File: src/rtl/dsi_hs_multilane_tx.sv
// Multi-lane D-PHY HS transmit sequencer: HS-GO, SYNC, payload and trail across LANES lanes in lock-step.
// Optional HS-exit guard interval after the trail is enabled by defining DSI_HS_EXIT_TIMER_EN.
module dsi_hs_multilane_tx #(
  parameter int LANES    = 4,
  parameter int CLK_MODE = 0,
  parameter int TIMER_W  = 8
) (
  input  logic                 clk,
  input  logic                 rst_n,
  input  logic                 start_rqst,
  input  logic                 fin_rqst,
  input  logic [1:0]           lane_cnt,
  input  logic [8*LANES-1:0]   inp_data,
  input  logic [TIMER_W-1:0]   hs_go_timeout,
  input  logic [TIMER_W-1:0]   hs_trail_timeout,
`ifdef DSI_HS_EXIT_TIMER_EN
  input  logic [TIMER_W-1:0]   hs_exit_timeout,
`endif
  output logic                 data_rqst,
  output logic                 active,
  output logic                 fin_ack,
  output logic [8*LANES-1:0]   hs_output,
  output logic [LANES-1:0]     hs_enable
);

  typedef enum logic [2:0] {
    IDLE,
    GO,
    SYNC,
    ACTIVE,
`ifdef DSI_HS_EXIT_TIMER_EN
    EXIT,
`endif
    TRAIL
  } state_t;

  localparam logic [1:0] MAX_LANE = 2'(LANES - 1);

  state_t               state_current, state_next;
  logic [TIMER_W-1:0]   cnt, load_val;
  logic                 load_cnt;
  logic                 trail_done;
  logic [1:0]           lane_q, lane_clamped;
  logic [LANES-1:0]     lane_en, last_b7, enable_next;
  logic [8*LANES-1:0]   out_next;

  // A zero timeout still yields one cycle in the state.
  function automatic logic [TIMER_W-1:0] load_of(input logic [TIMER_W-1:0] t);
    return (t == '0) ? '0 : t - TIMER_W'(1);
  endfunction

  assign lane_clamped = (lane_cnt > MAX_LANE) ? MAX_LANE : lane_cnt;
  assign trail_done   = (state_current == TRAIL) && (cnt == '0);

  always_comb begin
    state_next = state_current;
    load_cnt   = 1'b0;
    load_val   = '0;
    case (state_current)
      IDLE: if (start_rqst) begin
        state_next = GO;
        load_cnt   = 1'b1;
        load_val   = load_of(hs_go_timeout);
      end
      GO: if (cnt == '0) state_next = (CLK_MODE != 0) ? ACTIVE : SYNC;
      SYNC: state_next = ACTIVE;
      ACTIVE: if (fin_rqst) begin
        state_next = TRAIL;
        load_cnt   = 1'b1;
        load_val   = load_of(hs_trail_timeout);
      end
`ifdef DSI_HS_EXIT_TIMER_EN
      TRAIL: if (cnt == '0) begin
        state_next = EXIT;
        load_cnt   = 1'b1;
        load_val   = load_of(hs_exit_timeout);
      end
      EXIT: if (cnt == '0) state_next = IDLE;
`else
      TRAIL: if (cnt == '0) state_next = IDLE;
`endif
      default: state_next = IDLE;
    endcase
  end

  // Per-lane byte selection; lanes above the latched count stay silent for the burst.
  always_comb begin
    lane_en     = '0;
    out_next    = '0;
    enable_next = '0;
    for (int i = 0; i < LANES; i++) begin
      lane_en[i] = (2'(i) <= lane_q);
      case (state_current)
        SYNC:    out_next[8*i +: 8] = 8'h1D;
        ACTIVE:  out_next[8*i +: 8] = inp_data[8*i +: 8];
        TRAIL:   out_next[8*i +: 8] = {8{~last_b7[i]}};
        default: out_next[8*i +: 8] = 8'h00;
      endcase
      if (!lane_en[i]) out_next[8*i +: 8] = 8'h00;
`ifdef DSI_HS_EXIT_TIMER_EN
      enable_next[i] = lane_en[i] && (state_current != IDLE) && (state_current != EXIT);
`else
      enable_next[i] = lane_en[i] && (state_current != IDLE);
`endif
    end
  end

  always_ff @(posedge clk or negedge rst_n) begin
    if (!rst_n) begin
      state_current <= IDLE;
      cnt           <= '0;
      lane_q        <= MAX_LANE;
      last_b7       <= '0;
      data_rqst     <= 1'b0;
      active        <= 1'b0;
      fin_ack       <= 1'b0;
      hs_output     <= '0;
      hs_enable     <= '0;
    end else begin
      state_current <= state_next;
      if (load_cnt)
        cnt <= load_val;
      else if (cnt != '0)
        cnt <= cnt - TIMER_W'(1);
      if ((state_current == IDLE) && start_rqst)
        lane_q <= lane_clamped;
      // Trail polarity follows the final payload bit on the wire (MSB, sent last).
      if (state_current == ACTIVE)
        for (int i = 0; i < LANES; i++) last_b7[i] <= inp_data[8*i+7];
      data_rqst <= (state_next == ACTIVE) && !fin_rqst;
      if (state_next == GO)
        active <= 1'b1;
      else if (state_next == IDLE)
        active <= 1'b0;
      fin_ack   <= trail_done;
      hs_output <= out_next;
      hs_enable <= enable_next;
    end
  end

endmodule

File: config.mk
export PLATFORM = sky130hd
export DESIGN_NAME = dsi_hs_multilane_tx
export DESIGN_NICKNAME = d
export VERILOG_FILES = /design/src/rtl/dsi_hs_multilane_tx.sv
export SDC_FILE = /design/constraint.sdc
export NUM_CORES = 1
export LEC_CHECK = 0
export CAP_MARGIN = 20
export CELL_PAD_IN_SITES_DETAIL_PLACEMENT = 1
export CELL_PAD_IN_SITES_GLOBAL_PLACEMENT = 2
export CORE_ASPECT_RATIO = 0.7
export CORE_MARGIN = 4
export CORE_UTILIZATION = 28
export CTS_BUF_LIST = sky130_fd_sc_hd__clkbuf_8
export DETAILED_ROUTE_END_ITERATION = 12
export HOLD_SLACK_MARGIN = 0.12
export PLACE_DENSITY_LB_ADDON = 0.1
export REMOVE_ABC_BUFFERS = 1
export SLEW_MARGIN = 15
export SYNTH_ARGS = -nofsm -noshare
export SYNTH_HDL_FRONTEND = slang
export SYNTH_SLANG_ARGS = --single-unit
export TNS_END_PERCENT = 50
File: constraint.sdc
create_clock -name clk -period 2.46 [get_ports clk]
set_clock_uncertainty 0.15 [all_clocks]
set_input_delay 0.369 -clock clk [delete_from_list [all_inputs] [get_ports clk]]
set_output_delay 0.369 -clock clk [all_outputs]
set_load 0.02 [all_outputs]
# == Word level (Yosys, flattened, before mapping) ==
# Cells that the tools add are included.
# word_totals
reg_bits,56
latch_bits,0
ramBits,0
mem_bits_ro,0
inputBits,54
output_inout_bits,39
elab_cells,70
n_memories,0
# classes
addsub,3
multipliers,0
div_mod_pow,0
magnitude_cmp,5
eq_ne,6
n_shift,0
mux,26
n_bitwise,4
reduce_logical,17
# ops
cell,n
$pmux W8 S3,4
$mux W8,10
$logic_not A8 Y1,3
$sub A8 B1 Y8 const B,3
$pmux W8 S2,1
$pmux W3 S5,1
$mux W3,4
$eq A3 B2 Y1 const B,3
$reduce_bool A8 Y1,1
$logic_and A1 B1 Y1,7
$eq A3 B1 Y1 const B,2
$logic_not A3 Y1,2
$le A1 B2 Y1 const A,2
$le A2 B2 Y1 const A,2
$mux W1,4
$not A1 Y1,4
$reduce_bool A2 Y1,2
$eq A3 B3 Y1 const B,1
$reduce_bool A3 Y1,1
$gt A2 B2 Y1 const B,1
$mux W2,1
$pmux W1 S2,1
$logic_not A1 Y1,1

# == Longest topological paths before layout ==
# Gate-level depths: netlist of the first run.
# logic_depth
ltp_word,6
ltp_mapped,6
depth_no_buf,6

# == Least setup slack after synthesis of the first run ==
# Ideal clock, no wire load.
# synth_timing
path_type,flip-flop to flip-flop
start,register cnt[0]
end,register cnt[1]
setup_time_ns,0.120
t_arrival_ns,1.641
t_required_ns,2.190
path_slack_ns,0.549
path_stages_with_launch,7
path_buffers,0
synth_period_minus_slack_ns,1.911
cell_sequence,dfrtp_1 -> inv_1 -> ha_1 -> nor2b_1 -> nand3_1 -> or2_2 -> o22a_2
# synth_between
elab_chain_cells,3
elab_cells_between_ends,5
classes_between,add/sub: 1; mux: 2; reduce/logical: 2
# synth_rtl
item,line,source
start: declaration,40,"logic [TIMER_W-1:0] cnt, load_val;"
start signal: assignment,122,cnt <= load_val;
start signal: assignment,124,cnt <= cnt - TIMER_W'(1);
$sub A8 B1 Y8,124,
$mux W8,123,else if (cnt != '0)
$mux W8,121,if (load_cnt)
# Several ways; a longest one is shown, not always the timed one. The select of a mux whose other input is x is not followed.
# A chain may end at the register's enable or synchronous reset.

# == Worst setup path after layout of the first run ==
# Ends and elaborated chain as after synthesis.

==> results of run 1 <==
-- area by class of cell --
| type | count | area [sq um] | area share |
|---|---|---|---|
| clock buffers | 6 | 82.58 | 0.02130 |
| clock inverters | 2 | 7.507 | 0.001936 |
| inverters | 10 | 37.54 | 0.009681 |
| multi-input cells | 195 | 1185 | 0.3056 |
| flip-flops and latches | 56 | 1404 | 0.3621 |
| well taps | 124 | 155.1 | 0.04001 |
| repair buffers | 102 | 1006 | 0.2594 |
-- power groups by stage --
stage               registers, uW  logic (uW)  clock network [uW]
finish                       1350        1340                 523
global route                 1390        1480                 589
global placement             1360        1330                   0
floorplan                    1420         670                   0
CTS                          1350        1350                 555
detailed placement           1370        1340                   0
-- logic make-up after synthesis --
kind of cell               share of synthesized area
DFF                                           0.5207
buffers and inverters                        0.03990
muxes                                        0.01206
adders and majority gates                    0.02320
AOI/OAI and AO/OA                             0.1782
xor gates and xnor gates                     0.03898
and+or+nand+nor                               0.1870
-- placed cells by master, fill, tap and decap left out, drive strengths merged, types with 2 or more instances in the layout --
master	n
clkdlybuf4s50	91
dfrtp	54
nand2	36
a21oi	27
nor2	16
o21ai	15
inv	11
o21a	10
xnor2	10
buf	10
nor2b	8
nor3	6
nand3	6
or2	6
nor3b	6
clkbuf	6
ha	5
o22ai	4
a21o	4
or3	3
nor4	3
a211o	3
and3	2
nand2b	2
or3b	2
o211ai	2
xor2	2
o41ai	2
mux2	2
o221ai	2
o22a	2
dfstp	2
-- routing by layer --
layer | part of all wire | vias to the layer above | wire (um) | track usage
met5 | 0 | - | 0 | 0
met4 | 0.0085 | 0 | 70 | 0.02978
met3 | 0.055 | 8 | 451 | 0.04147
met2 | 0.43 | 56 | 3537 | 0.2214
met1 | 0.51 | 1133 | 4169 | 0.2110
li1 | - | 1135 | - | -
-- worst max-delay path, stage by stage (launching register included) --
cell     delay (ps)
dfrtp_1         390
inv_1            70
ha_1            200
nor2b_1         230
nand3_1         320
or2_2           450
o22a_2          230
-- sequential cells by signal, summed over array words and instances, names as in the netlist --
name	count
active	1
cnt	8
data_rqst	1
fin_ack	1
hs_enable	4
hs_output	32
lane_q	2
last_b7	4
state_current	3
-- through the flow --
stage               total power, uW  worst slack, ps  instance area, sq um    util
finish                         3206            317.5                  3877  0.4207
global route                   3452            205.1                  3877  0.4207
CTS                            3258            345.8                  3877  0.4207
detailed placement             2713            145.6                  3777  0.4099
global placement               2688            174.9                  3777  0.4099
floorplan                      2093            541.3                  2626       -
-- worst max path at each step --
stage / from / endpoint / slack [ps] / depth (start not counted)
after CTS: cnt[0] / cnt[1] / 350 / 6
after detailed placement: hs_go_timeout[0] / cnt[5] / 150 / 5
after floorplan: state_current[0] / hs_output[31] / 540 / 4
final: cnt[0] / cnt[1] / 320 / 6
after global routing: state_current[2] / hs_output[17] / 210 / 4
after global placement: hs_go_timeout[0] / cnt[5] / 170 / 5
==> results.sh, run 1 <==
export IMPL_die_w_um=125.3
export IMPL_post_dp_hpwl_um=6270
export IMPL_ant_nets=0
export IMPL_yosysTopAreaCell="dfrtp_1"
export IMPL_port_buffers=92
export IMPL_syn_area_sq_um=2696
export IMPL_area_growth_syn_to_layout_pct=43.81
export IMPL_cts_tree="built"
export IMPL_ys_async_sr_fraction=1.000
export IMPL_instances_no_fill=495
export IMPL_hold_viol=0
export IMPL_timing_rr_end="cnt[1]"
export IMPL_core_area_sq_um=9216
export IMPL_gp_congestion=0.7428
export IMPL_synth_seq_cells=56
export IMPL_synth_seq_area_share=0.5206
export IMPL_firstDrtPassIters=4
export IMPL_seq_power_share=0.420
export IMPL_die_h_um=90.10
export IMPL_status="complete, no violations"
export IMPL_max_slew_margin=0.5664
export IMPL_drive_gt1_frac=0.08895
export IMPL_power_density_nw_per_um2=826.8
export IMPL_synth_most_common_cell="dfrtp_1"
export IMPL_cts_buffer_depth=2
export IMPL_power_frac_comb=0.417
export IMPL_clkSinkCount=56
export IMPL_ioPinCount=93
export IMPL_cts_root_buf="clkbuf_8"
export IMPL_grt_pass1_wl_um=13310
export IMPL_setup_viol=0
export IMPL_hold_end="last_b7[1]"
export IMPL_critical_path_startpoint_type="flip-flop"
export IMPL_vias=2332
export IMPL_nets=429
export IMPL_min_path_type="flip-flop to flip-flop"
export IMPL_clock_power_share=0.163
export IMPL_timing_final_crit_share=0.8709
export IMPL_clkTransAtPathRegs_ps=100
export IMPL_drt_wirelength_per_cell_um=16.62
export IMPL_switching_share=0.3695
export IMPL_worstPathMaxFanout=7
export IMPL_period_needed_ps=2143
export IMPL_synth_edff_count=0
export IMPL_cp_arrival_ps=2200
export IMPL_route_detailed_drc=0
export IMPL_p_sw_uw=1185
export IMPL_synthFlopType="dfrtp_1"
export IMPL_maxCapViolations=0
export IMPL_peakVddDrop_v=0.0003888
export IMPL_first_global_vias=2464
export IMPL_worstHoldPathCells=2
export IMPL_r2r_start="cnt[0]"
export IMPL_yosys_warnings=0
export IMPL_overflow=0
export IMPL_tightest_slew_ps=646.1
export IMPL_r2r_setup_slack_ps=320
export IMPL_rsz0062_at_grt="false"
export IMPL_gr_usage_all_layers=0.1469
export IMPL_core_rowCount=29
export IMPL_antenna_cells=0
export IMPL_initialDrtViolationCount=72
export IMPL_yosys_top_cells_count="54 x dfrtp_1, 36 x nand2_1, 26 x a21oi_1, 16 x nor2_1, 14 x o21ai_0"
export IMPL_p_leak_uw=0.001645
export IMPL_syn_avg_cell_area_sq_um=9.841
export IMPL_path_class="flip-flop to flip-flop"
export IMPL_die_area_sq_um=11290
export IMPL_post_cts_resized=0
export IMPL_critPathCaptureType="flip-flop"
export IMPL_cts_max_level=2
export IMPL_holdWs_ps=329.5
export IMPL_dp_cells=486
export IMPL_grt_max_degree=31
export IMPL_ys_top_cells_by_area="dfrtp_1 50%, nand2_1 5.0%, a21oi_1 4.8%, xnor2_1 3.2%, o21a_1 2.8%"
export IMPL_yosys_area_top_type_share=0.5012
export IMPL_cts_post_setup_buffers_inserted=0
export IMPL_syn_inst=274
export IMPL_maxSlewViolCount=0
export IMPL_finalSetupTns_ps=0
export IMPL_p_int_uw=2021
export IMPL_netlist_cell_type_count=49
export IMPL_initial_core_util=0.2926
export IMPL_holdBufCountCts=1
export IMPL_fillers=1084
export IMPL_hold_path_startpoint="last_b7[1]"
export IMPL_viasPerCell=4.711
export IMPL_clk_latency_ps=310
export IMPL_max_freq_mhz=466.7
export IMPL_routed_wl_um=8228
export IMPL_reg2reg_depth=6
export IMPL_cts_made_buffers=5
export IMPL_antenna_found_initial=0
export IMPL_cp_data_required_time_ps=2520
Power figures use the tool's default switching activity.
==> run 2: changes to the inputs <==
- CORE_ASPECT_RATIO: 0.7 -> 0.9
==> results.sh, run 2 (synthesis results as in run 1) <==
export IMPL_status="complete, no violations"
export IMPL_final_common_cell="clkdlybuf4s50_1"
export IMPL_overflow=0
export IMPL_firstDrtPassIters=4
export IMPL_clkSinkCount=56
export IMPL_p_leak_uw=0.001655
export IMPL_p_sw_uw=1194
export IMPL_power_frac_comb=0.390
export IMPL_initialDrtViolationCount=60
export IMPL_path_class="flip-flop to flip-flop"
export IMPL_worstPathMaxFanout=5
export IMPL_maxCapViolations=0
export IMPL_tightest_slew_ps=692.6
export IMPL_largest_reg_flops=32
export IMPL_cp_arrival_ps=2200
export IMPL_die_area_sq_um=11270
export IMPL_max_freq_mhz=462.3
export IMPL_timing_final_crit_share=0.8794
export IMPL_seq_power_share=0.399
export IMPL_clock_power_share=0.211
export IMPL_viasPerCell=4.778
export IMPL_clk_latency_ps=300
export IMPL_routed_wl_um=8047
export IMPL_cp_data_required_time_ps=2500
export IMPL_r2r_setup_slack_ps=300
export IMPL_finalSetupTns_ps=0
export IMPL_post_dp_hpwl_um=6168
export IMPL_ioPinCount=93
export IMPL_post_cts_resized=0
export IMPL_crit_start="cnt[0]"
export IMPL_gp_congestion=0.8154
export IMPL_timing_rr_end="state_current[0]"
export IMPL_core_rowCount=33
export IMPL_grt_pass1_wl_um=13230
export IMPL_gr_usage_all_layers=0.1462
export IMPL_power_density_nw_per_um2=866.6
export IMPL_vias=2351
export IMPL_antenna_cells=0
export IMPL_endpoint="state_current[0]"
export IMPL_final_area_sq_um=3915
export IMPL_first_global_vias=2509
export IMPL_rsz0062_at_grt="false"
export IMPL_r2r_start="cnt[0]"
export IMPL_period_needed_ps=2163
export IMPL_slowest_delay_ps=390
export IMPL_core_area_sq_um=9249
export IMPL_reg2reg_depth=7
export IMPL_drt_wirelength_per_cell_um=16.36
export IMPL_peakVddDrop_v=0.0005031
export IMPL_switching_share=0.3518
export IMPL_ant_nets=0
export IMPL_setup_viol=0
export IMPL_cpMaxStageDelayCell="dfrtp_1"
export IMPL_initial_core_util=0.2915
export IMPL_hold_viol=0
export IMPL_worstPathCellList="inv_1 -> ha_1 -> nor2b_1 -> nand3_1 -> buf_4 -> a211o_1 -> and3_1"
export IMPL_route_detailed_drc=0
export IMPL_port_buffers=92
export IMPL_critPathCaptureType="flip-flop"
export IMPL_dpl_cell_area_sq_um=3767
export IMPL_grt_max_degree=36
export IMPL_die_w_um=111.4
export IMPL_cts_max_level=2
export IMPL_final_cell_mix="91 x clkdlybuf4s50_1, 54 x dfrtp_1, 36 x nand2_1"
export IMPL_critical_path_startpoint_type="flip-flop"
export IMPL_fin_util=0.4233
export IMPL_cts_buffer_depth=2
export IMPL_p_int_uw=2199
export IMPL_nets=428
export IMPL_regMostFlops="hs_output"
export IMPL_fillers=1067
export IMPL_maxSlewViolCount=0
export IMPL_min_path_type="flip-flop to flip-flop"
export IMPL_top_regs="hs_output: 32 flops, cnt: 8 flops"
export IMPL_max_slew_margin=0.5351
export IMPL_cts_tree="built"
export IMPL_cts_root_buf="clkbuf_8"
export IMPL_clkTransAtPathRegs_ps=90
export IMPL_drive_gt1_frac=0.09189
export IMPL_antenna_found_initial=0
export IMPL_holdWs_ps=333.4
export IMPL_cts_made_buffers=5
export IMPL_die_h_um=101.1
export IMPL_area_growth_syn_to_layout_pct=45.20
## run 2: cell count changes in the layout (fill, tap and decap cells not counted)
cell,delta
buf_4,-1
inv_1,-2
bufinv_16,+2
inv_6,+1
clkbuf_8,-1
## run 2: routing by layer
layer / GRT usage / share of wire / vias to the layer above
li1: - / - / 1137
met1: 0.2117 / 0.49 / 1147
met2: 0.2258 / 0.46 / 59
met3: 0.03121 / 0.046 / 8
met4: 0.03181 / 0.012 / 0
met5: 0 / 0 / -
## run 2: power by group through the flow
stage               Combinational [uW]  Clock [uW]  Sequential [uW]
global route                      1460         780             1400
detailed placement                1330           0             1370
CTS                               1340         742             1350
finish                            1320         717             1350
global placement                  1310           0             1370
floorplan                          670           0             1420
## run 2: layout make-up
class	instances	area [sq um]	share of cell area
inverters	10	37.54	0.009588
flip-flops and latches	56	1404	0.3586
clock buffers	5	68.82	0.01758
multi-input cells	195	1185	0.3027
repair buffers	101	998.5	0.2550
well taps	122	152.6	0.03899
clock inverters	3	68.82	0.01758
## run 2: repair_timing
action                     in CTS  in global routing
setup endpoints to repair       0                  0
buffers inserted                0                  0
hold buffers                    1                  0
hold endpoints to repair       19                  0
## run 2: metrics by stage
| stage | power (uW) | worst slack (ps) | cells |
|---|---|---|---|
| global placement | 2676 | 189.3 | 483 |
| global route | 3638 | 196.2 | 492 |
| detailed placement | 2696 | 128.6 | 483 |
| CTS | 3435 | 307.4 | 492 |
| finish | 3393 | 296.7 | 492 |
| floorplan | 2093 | 541.3 | 261 |
## run 2: worst min path at each step
stage                           from          to  slack, ps  cells after the start
final                     last_b7[2]  last_b7[2]        330                      2
after global routing      last_b7[0]  last_b7[0]        360                      2
after CTS                 last_b7[0]  last_b7[0]        340                      2
after detailed placement       rst_n      cnt[4]        240                      1
after global placement         rst_n   data_rqst        250                      1
after floorplan                rst_n      active        -80                      0
## run 2: worst max-delay path: cells and delay by family, from the launching register on
family,cells,cell delay (ps)
adder cells (fa/ha/maj),1,250
AND/OR/NAND/NOR,3,680
flip-flops,1,390
buffers and inverters,2,310
AO/OA/AOI/OAI,1,270
